--- src/rtl/dyn_array_pkg.sv ---
// Shared types for the dynamic-array controller: command opcodes, FSM states
// and the registered response record.
package dyn_array_pkg;

  localparam int RSP_DATA_W = 8;
  localparam int RSP_SIZE_W = 5;

  typedef enum logic [2:0] {
    OP_NEW    = 3'd0,
    OP_DELETE = 3'd1,
    OP_SIZE   = 3'd2,
    OP_READ   = 3'd3,
    OP_WRITE  = 3'd4
  } op_e;

  typedef enum logic [1:0] {
    ST_IDLE  = 2'd0,
    ST_CLEAR = 2'd1,
    ST_RESP  = 2'd2
  } state_e;

  typedef struct packed {
    logic [RSP_DATA_W-1:0] data;
    logic [RSP_SIZE_W-1:0] size;
    logic                  err;
  } rsp_t;

endpackage

--- src/rtl/dyn_array_store.sv ---
// Element storage for all handles: one synchronous write port and one
// combinational read port, each addressed by (handle, index).
module dyn_array_store #(
  parameter int WIDTH       = 8,
  parameter int NUM_HANDLES = 4,
  parameter int MAX_LEN     = 16,
  parameter int HW          = 2,
  parameter int LW          = 5
) (
  input  logic             clk,
  input  logic             we,
  input  logic [HW-1:0]    w_handle,
  input  logic [LW-1:0]    w_idx,
  input  logic [WIDTH-1:0] w_data,
  input  logic [HW-1:0]    r_handle,
  input  logic [LW-1:0]    r_idx,
  output logic [WIDTH-1:0] r_data
);

  localparam int DEPTH = NUM_HANDLES * MAX_LEN;
  localparam int AW    = (DEPTH > 1) ? $clog2(DEPTH) : 1;

  logic [WIDTH-1:0] mem [DEPTH];
  int               waddr;
  int               raddr;

  // Flat address is handle*MAX_LEN+index so MAX_LEN need not be a power of two.
  assign waddr = int'(w_handle) * MAX_LEN + int'(w_idx);
  assign raddr = int'(r_handle) * MAX_LEN + int'(r_idx);

  always_ff @(posedge clk) begin
    if (we && (waddr < DEPTH)) begin
      mem[AW'(waddr)] <= w_data;
    end
  end

  assign r_data = (raddr < DEPTH) ? mem[AW'(raddr)] : '0;

endmodule

--- src/rtl/dyn_array_ctrl.sv ---
// Controller for a pool of dynamic arrays: serialises commands, zero-fills
// storage on NEW, keeps per-handle sizes and enforces bounds on element access.
module dyn_array_ctrl
  import dyn_array_pkg::*;
#(
  parameter  int WIDTH       = RSP_DATA_W,
  parameter  int NUM_HANDLES = 4,
  parameter  int MAX_LEN     = 16,
  localparam int HW          = (NUM_HANDLES > 1) ? $clog2(NUM_HANDLES) : 1,
  localparam int LW          = $clog2(MAX_LEN + 1)
) (
  input  logic             clk,
  input  logic             rst,
  input  logic             cmd_valid,
  output logic             cmd_ready,
  input  logic [2:0]       cmd_op,
  input  logic [HW-1:0]    cmd_handle,
  input  logic [LW-1:0]    cmd_arg,
  input  logic [WIDTH-1:0] cmd_wdata,
  output logic             rsp_valid,
  output logic [WIDTH-1:0] rsp_data,
  output logic [LW-1:0]    rsp_size,
  output logic             rsp_err
);

  state_e           state_q, state_n;
  rsp_t             rsp_q, rsp_n;
  logic [LW-1:0]    size_q [NUM_HANDLES];
  logic [LW-1:0]    clr_cnt_q;
  logic [HW-1:0]    handle_p0;
  logic [LW-1:0]    arg_p0;

  logic             accept;
  logic [LW-1:0]    cur_size;
  logic             in_bounds;
  logic             size_we;
  logic [HW-1:0]    size_wh;
  logic [LW-1:0]    size_wval;
  logic             st_we;
  logic [HW-1:0]    st_handle;
  logic [LW-1:0]    st_idx;
  logic [WIDTH-1:0] st_wdata;
  logic [WIDTH-1:0] rd_data;

  assign cmd_ready = (state_q == ST_IDLE) && !rst;
  assign accept    = cmd_valid && cmd_ready;
  assign cur_size  = size_q[cmd_handle];
  assign in_bounds = cmd_arg < cur_size;

  dyn_array_store #(
    .WIDTH       (WIDTH),
    .NUM_HANDLES (NUM_HANDLES),
    .MAX_LEN     (MAX_LEN),
    .HW          (HW),
    .LW          (LW)
  ) u_store (
    .clk      (clk),
    .we       (st_we),
    .w_handle (st_handle),
    .w_idx    (st_idx),
    .w_data   (st_wdata),
    .r_handle (cmd_handle),
    .r_idx    (cmd_arg),
    .r_data   (rd_data)
  );

  always_comb begin
    state_n   = state_q;
    rsp_n     = rsp_q;
    size_we   = 1'b0;
    size_wh   = cmd_handle;
    size_wval = '0;
    st_we     = 1'b0;
    st_handle = cmd_handle;
    st_idx    = cmd_arg;
    st_wdata  = cmd_wdata;
    case (state_q)
      ST_IDLE: begin
        if (accept) begin
          state_n    = ST_RESP;
          rsp_n.data = '0;
          rsp_n.size = RSP_SIZE_W'(cur_size);
          rsp_n.err  = 1'b0;
          case (cmd_op)
            OP_NEW: begin
              if (cmd_arg == '0) begin
                size_we    = 1'b1;
                rsp_n.size = '0;
              end else if (cmd_arg > LW'(MAX_LEN)) begin
                rsp_n.err = 1'b1;
              end else begin
                state_n = ST_CLEAR;
              end
            end
            OP_DELETE: begin
              size_we    = 1'b1;
              rsp_n.size = '0;
            end
            OP_SIZE: ;
            OP_READ: begin
              if (in_bounds) rsp_n.data = RSP_DATA_W'(rd_data);
              else           rsp_n.err  = 1'b1;
            end
            OP_WRITE: begin
              if (in_bounds) st_we     = 1'b1;
              else           rsp_n.err = 1'b1;
            end
            default: rsp_n.err = 1'b1;
          endcase
        end
      end
      ST_CLEAR: begin
        st_we     = 1'b1;
        st_handle = handle_p0;
        st_idx    = clr_cnt_q;
        st_wdata  = '0;
        // Size becomes visible only once the last element has been zeroed.
        if (clr_cnt_q == arg_p0 - LW'(1)) begin
          state_n    = ST_RESP;
          size_we    = 1'b1;
          size_wh    = handle_p0;
          size_wval  = arg_p0;
          rsp_n.data = '0;
          rsp_n.size = RSP_SIZE_W'(arg_p0);
          rsp_n.err  = 1'b0;
        end
      end
      ST_RESP: state_n = ST_IDLE;
      default: state_n = ST_IDLE;
    endcase
  end

  always_ff @(posedge clk or posedge rst) begin
    if (rst) begin
      state_q   <= ST_IDLE;
      rsp_q     <= '0;
      clr_cnt_q <= '0;
      for (int i = 0; i < NUM_HANDLES; i++) size_q[i] <= '0;
    end else begin
      state_q <= state_n;
      rsp_q   <= rsp_n;
      if (state_q == ST_CLEAR) clr_cnt_q <= clr_cnt_q + LW'(1);
      else                     clr_cnt_q <= '0;
      if (size_we) size_q[size_wh] <= size_wval;
    end
  end

  // p0: command capture for the multi-cycle NEW sequence
  always_ff @(posedge clk) begin
    if (accept) begin
      handle_p0 <= cmd_handle;
      arg_p0    <= cmd_arg;
    end
  end

  assign rsp_valid = (state_q == ST_RESP);
  assign rsp_data  = WIDTH'(rsp_q.data);
  assign rsp_size  = LW'(rsp_q.size);
  assign rsp_err   = rsp_q.err;

endmodule

--- config.mk ---
export PLATFORM = sky130hd
export DESIGN_NAME = dyn_array_ctrl
export DESIGN_NICKNAME = d
export VERILOG_FILES = /design/src/rtl/dyn_array_pkg.sv /design/src/rtl/dyn_array_store.sv /design/src/rtl/dyn_array_ctrl.sv
export SDC_FILE = /design/constraint.sdc
export NUM_CORES = 1
export LEC_CHECK = 0
export ABC_AREA = 1
export BUFFER_PORTS_ARGS = -buffer_cell sky130_fd_sc_hd__buf_2
export CELL_PAD_IN_SITES_DETAIL_PLACEMENT = 1
export CELL_PAD_IN_SITES_GLOBAL_PLACEMENT = 1
export CORE_ASPECT_RATIO = 0.9
export CORE_MARGIN = 2
export CORE_UTILIZATION = 55
export CTS_CLUSTER_SIZE = 14
export DETAILED_ROUTE_END_ITERATION = 7
export GPL_TIMING_DRIVEN = 1
export PLACE_DENSITY = 0.87
export REMOVE_ABC_BUFFERS = 1
export SLEW_MARGIN = 20
export SYNTH_ARGS = -nofsm -noshare
export SYNTH_HDL_FRONTEND = slang
export SYNTH_HIERARCHICAL = 1
export SYNTH_SLANG_ARGS = --single-unit
--- constraint.sdc ---
create_clock -name clk -period 4.7 [get_ports clk]
set_input_delay 0.47 -clock clk [delete_from_list [all_inputs] [get_ports clk]]
set_output_delay 0.47 -clock clk [all_outputs]
set_load 0.1 [all_outputs]
; ---- Word level (Yosys, flattened, before mapping)
; Memories as Yosys holds them, arrays and structs flattened.
; Index checks and enable logic that the tools add are counted.
[op_classes]
reduce_logical = 13
n_mux = 43
bitwise = 2
addsub = 4
n_lt_le_gt_ge = 7
eq_ne = 9
[op_table]
columns = operator, count
row1 = "32-bit by 8-bit < comparator with 1-bit output, second input constant", 2
row2 = 5-bit two-way mux, 8
row3 = 8-bit two-way mux, 4
row4 = 14-bit two-way mux, 2
row5 = 14-bit case mux with 2 select lines, 1
row6 = 20-bit bitwise mux, 1
row7 = 2-bit two-way mux, 8
row8 = 6-bit by 5-bit adder with 7-bit output, 2
row9 = 1-bit two-way mux, 11
row10 = 5-bit binary-select mux with 2-bit select, 1
row11 = 5-bit demux with 2-bit select, 1
row12 = 5-bit case mux with 2 select lines, 1
row13 = "3-bit by 2-bit == test with 1-bit output, second input constant", 2
row14 = "3-bit >= comparator, second input constant", 2
row15 = 2-bit NOT with 3-bit output, 2
row16 = 1-bit case mux with 2 select lines, 3
row17 = "5-bit by 1-bit adder with 5-bit output, second input constant", 1
row18 = 5-bit == test, 1
row19 = "5-bit greater-than comparator, second input constant", 1
row20 = 5-bit zero test, 1
row21 = 5-bit < comparator, 1
row22 = "5-bit by 1-bit subtractor with 5-bit output, second input constant", 1
row23 = 1-bit logical AND, 4
row24 = "2-bit != test, second input constant", 2
row25 = other kinds (14), 15
[word_totals]
memories = 1
ramBits = 512
wordCells = 90
register_bits = 48
out_inout_bits = 16
[mem_list]
columns = name, depth, width, rd, rd_clocked_by_memory_dff, wr, line_no
row1 = u_store.mem, 64, 8, 1, 0, 1, dyn_array_store.sv:23  ; logic [WIDTH-1:0] mem [DEPTH];

; ---- Longest topological paths before layout
[depth]
word_depth = 12
depth_mapped = 15
depth_no_buf = 14

; ---- By module
; The synthesis kept the hierarchy.
[modules_own_cells]
columns = module, area_each_um2, instances, cells_per_inst
row1 = dyn_array_store, 21120.3, 1, 1800
row2 = dyn_array_ctrl, 2786.4, 1, 366

; ---- Least setup slack after synthesis
; OpenSTA, ideal clock, no wires.
[synth_timing]
path_kind = input to register
from = input rst
to = memory u_store.mem[12][0] (enable)
path_slack_ps = -129
path_stages = 7
required_ps = 4329
arrival_time_ps = 4459
path_buffers = 0
setup_time_ps = 371
cell_sequence = nor3_1 > nand2_1 > o31ai_1 > inv_1 > nor2_1 > nand4_1 > nor2_1
[synth_via]
elab_chain_len = 8
[synth_rtl]
columns = item, line_no
row1 = start: declaration, dyn_array_ctrl.sv:13  ; input logic rst,
row2 = 1-bit zero test (no source line), --
row3 = 1-bit logical AND, dyn_array_ctrl.sv:45  ; assign cmd_ready = (state_q == ST_IDLE) && !rst;
row4 = 1-bit logical AND, dyn_array_ctrl.sv:46  ; assign accept = cmd_valid && cmd_ready;
row5 = 1-bit two-way mux, dyn_array_ctrl.sv:79  ; if (accept) begin
row6 = 1-bit case mux with 2 select lines, dyn_array_ctrl.sv:77  ; case (state_q)
row7 = named net st_we, dyn_array_ctrl.sv:39  ; logic st_we;
row8 = 1-bit logical AND, dyn_array_store.sv:32  ; if (we && (waddr < DEPTH)) begin
row9 = 1-bit two-way mux, dyn_array_store.sv:32
row10 = 1-bit two-way mux (not written as such), dyn_array_store.sv:33  ; mem[AW'(waddr)] <= w_data;
row11 = end: declaration, dyn_array_store.sv:23
; The timed path passes the listed nets, and every way through them passes these cells.

; ---- Final worst setup path
[layout_timing]
from = register state_q[0]
to = memory u_store.mem[10][5] (enable)
[layout_via]
elab_cells_between_ends = 13
classes_between = add/sub: 1 / order compare: 1 / eq/ne: 1 / mux: 6 / reduce/logical: 4
[layout_rtl]
columns = item, line_no
row1 = start: declaration, dyn_array_ctrl.sv:26  ; state_e state_q, state_n;
row2 = start signal: assignment, dyn_array_ctrl.sv:140  ; state_q <= state_n;
row3 = 2-bit by 1-bit == test with 1-bit output *, dyn_array_ctrl.sv:77
row4 = 5-bit two-way mux *, dyn_array_ctrl.sv:77
row5 = named net st_idx[3], dyn_array_ctrl.sv:41  ; logic [LW-1:0] st_idx;
row6 = 6-bit by 5-bit adder with 7-bit output *, dyn_array_store.sv:28  ; assign waddr = int'(w_handle) * MAX_LEN + int'(w_idx);
row7 = 32-bit by 8-bit < comparator with 1-bit output, dyn_array_store.sv:32
row8 = 1-bit logical AND, dyn_array_store.sv:32
row9 = 1-bit two-way mux, dyn_array_store.sv:32
row10 = 1-bit two-way mux (not written as such), dyn_array_store.sv:33
; Mark *: on every way through the listed nets, which the timed path passes. The rest lies on a longest branch.

==> flow_summary.toml <==
[grt]
antenna_found_initial = 2
grt_pass1_vias = 18243
grt_usage_pct = 32.8
grt_overflow = 0
grt_pass1_wl_um = 111000
grt_max_degree = 99

[clock_tree]
cts-root-buf = "clkbuf_16"
cts_sinks = 560
cts_buffer_depth = 3
clk_latency_ps = 620
htreeDepth = 2
cts_resized = 0
cts_tree = "done"
clk_pin_slew_ps = 70
numCtsBuffers = 56

[min_path]
worstHoldEndpoint = "arg_p0[4]$_DFFE_PP_"
worstHoldStart = "cmd_arg[4]"
hold_class = "in -> reg"
min_path_cells = 1

[route]
wl_per_cell_um = 26.4
vias_per_cell = 6.29
drc = 0
wirelength_um = 73100
antenna_left = 0
drt-pass1-iter-count = 5
drt_iter0_drc = 1949
vias = 17461

[synth]
avgSynthCellArea_um2 = 11.0
synth.cell_area_mm2 = 0.0239
synth_area_leaders = "edfxtp_1, nand2_1, nand3_1, dfrtp_1, nor2_1"
synth-seq-cells = 560
ys_seq_area_share_pct = 69.5
yosys_warnings = 6
yosysUniqueCellTypes = 32
yosys.area.top_type = "edfxtp_1"
synth_top_area_share_pct = 65.2
postSynthCellCount = 2166

[sta]
finalHoldViolations = 0
min_period_ps = 3950
worstMarginPinSlew_ps = 1090
slew_headroom_pct = 27.1
timing.fmax_mhz = 253
slew_viol_final = 0
clock_skew_ps = 19.4
rsz0062_at_grt = "no"
setup_viol = 0
min_period_over_period_pct = 84.1

[critical_path]
cp_cell_sequence = "inv_1 > nor2_4 > inv_1 > o21ai_0 > nand3_1 > nor2_1"
crit_top_cell = "inv_1"
cp_max_fo = 22
r2r_cells = 6
cp.arrival_ps = 4190
crit_path_max_incr_delay_ps = 810
r2r_setup_slack_ps = 750
startpoint_type = "flip-flop"
required_ps = 4930
r2r_start = "state_q[0]$_DFFE_PP0P_"
cp-end-kind = "flip-flop"
cpMaxStageDelayCell = "nor2_1"
setup.worst_path.class = "reg -> reg"
r2r-end = "u_store/mem[10][5]$_DFFE_PP_"

[floorplan]
die_x_um = 224
io_pins = 37
num_rows = 72
dieArea_mm2 = 0.0452
die_h_um = 202
core_mm2 = 0.0430
start_util_pct = 55.6

[layout]
drive_above_1_share_pct = 7.80
finalNonFillerCells = 2774
syn2layout_area_growth_pct = 9.63
regArea_mm2 = 0.0166
insertedDiodeCount = 0
nets = 2206
fillerInstances = 4441
finish.utilization_pct = 61.0
multi_input_area_mm2 = 0.00632

[run_status]
outcome = "finished clean"

[placed_design]
gp_congestion = 0.877
dpl.cell_count = 2669
portBuffers = 36
hpwl_um = 45900

[power]
peakVddDrop_uv = 321
powerDensity_mw_per_mm2 = 421
leakagePower_nw = 9.83

[job]
cap_violations = 0
## sequential cells by signal (all words and copies together), names as in the netlist
register / count
clr_cnt_q: 5
state_q: 2
arg_p0: 5
rsp_err: 1
rsp_size: 5
rsp_data: 8
size_q: 20
u_store/mem: 512
handle_p0: 2
## power breakdown
part	internal [mW]	total (mW)	switching [mW]
clock	2.70	4.56	1.85
sequential	5.50	5.52	0.0168
combinational	0.185	0.957	0.772
## cell usage after synthesis
cell type / number
buf_4: 24
nand3_2: 1
o21ai_0: 24
nand2_2: 2
a21oi_1: 20
buf_2: 24
ha_1: 12
nand3_1: 459
o31ai_1: 1
a32o_1: 4
nor4_1: 1
a31oi_1: 2
a211oi_1: 1
inv_1: 46
inv_2: 5
o21ai_1: 1
buf_6: 29
dfrtp_1: 41
buf_1: 22
buf_8: 1
nor3_1: 2
o21ai_4: 1
nor2_4: 1
nor2_1: 100
clkbuf_1: 25
o22ai_1: 1
buf_12: 1
nand2_1: 761
nor2_2: 1
edfxtp_1: 519
nand4_1: 33
clkinv_4: 1
## critical path: cells and delay by family, from the launching register on
kind            cells  cell delay, ps
simple gates        3            2030
compound gates      1             700
buf+inv             2             470
flops               1             370
## how the worst max path moves through the flow
stage | from | to | slack (ps) | cells after the start
detailed placement | cmd_handle[0] | u_store/mem[59][1]$_DFFE_PP_ | 440 | 15
global route | state_q[0]$_DFFE_PP0P_ | u_store/mem[10][5]$_DFFE_PP_ | 610 | 10
finish | state_q[0]$_DFFE_PP0P_ | u_store/mem[10][5]$_DFFE_PP_ | 750 | 6
floorplan | rst | u_store/mem[12][0]$_DFFE_PP_ | -130 | 7
CTS | state_q[0]$_DFFE_PP0P_ | u_store/mem[10][5]$_DFFE_PP_ | 850 | 10
global placement | cmd_handle[0] | u_store/mem[51][3]$_DFFE_PP_ | 550 | 15
## per-stage QoR
step           area [µm²]  setup slack [ps]  hold slack, ps  total power [mW]  setup TNS (ps)
6_report            26200               748             139              11.0               0
5_1_grt             26200               611             138              11.3               0
4_1_cts             26200               851             116              11.1               0
3_5_place_dp        24300               436             476              6.55               0
3_3_place_gp        24300               552             469              6.50               0
2_1_floorplan       23100              -130             437              6.12          -66080
## routing by layer
layer  vias to the layer above  GRT usage, %  routed length (µm)
li1                       7548             -                   -
met1                      8690          42.6               28300
met2                       940          52.7               34300
met3                       281          6.41                6410
met4                         2          17.3                4020
met5                         -             0                  17
## timing repair
action / 4_1_cts / 5_1_grt
hold buffers: 1 / 0
endpoints found under the hold margin: 12 / 0
endpoints found under the setup margin: 0 / 0
setup buffers: 0 / 0
## placed cells by master, fill, tap and decap left out, types with 2 or more instances in the layout
master     netlist  final
nor2_4           1     10
clkbuf_8         0      7
bufinv_16        0      7
ha_1            12     12
nand4_1         33     33
nand3_1        459    459
clkbuf_16        0     57
nor2_1         100     91
buf_2           24     34
dfrtp_1         41     41
buf_12           1      2
clkinv_1         0     14
a21oi_1         20     20
o21ai_0         24     24
clkbuf_1        25     13
nor3_1           2      2
inv_1           46     45
inv_2            5      5
nand2_2          2      2
buf_4           24     37
a31oi_1          2      2
clkinv_2         0      5
nand2_1        761    761
a32o_1           4      4
edfxtp_1       519    519
## kinds of logic (layout without fill, tap and decap cells)
family                   count (synthesis)  count (layout)  share of synthesized area, %
AO/OA/AOI/OAI                           55              55                          1.32
flip-flops                             560             560                          69.5
buffers and inverters                  178             231                          4.34
adder cells (fa/ha/maj)                 12              12                         0.628
AND/OR/NAND/NOR                       1361            1361                          24.2
## layout make-up
cell class / instances / share of cell area [%]
sequential: 560 / 63.4
multi-input combinational: 1428 / 24.1
tap: 555 / 2.65
clock buffer: 77 / 6.00
clock inverter: 27 / 1.13
inverter: 52 / 0.773
timing repair buffer: 75 / 1.94
(Power assumes the default switching activity.)
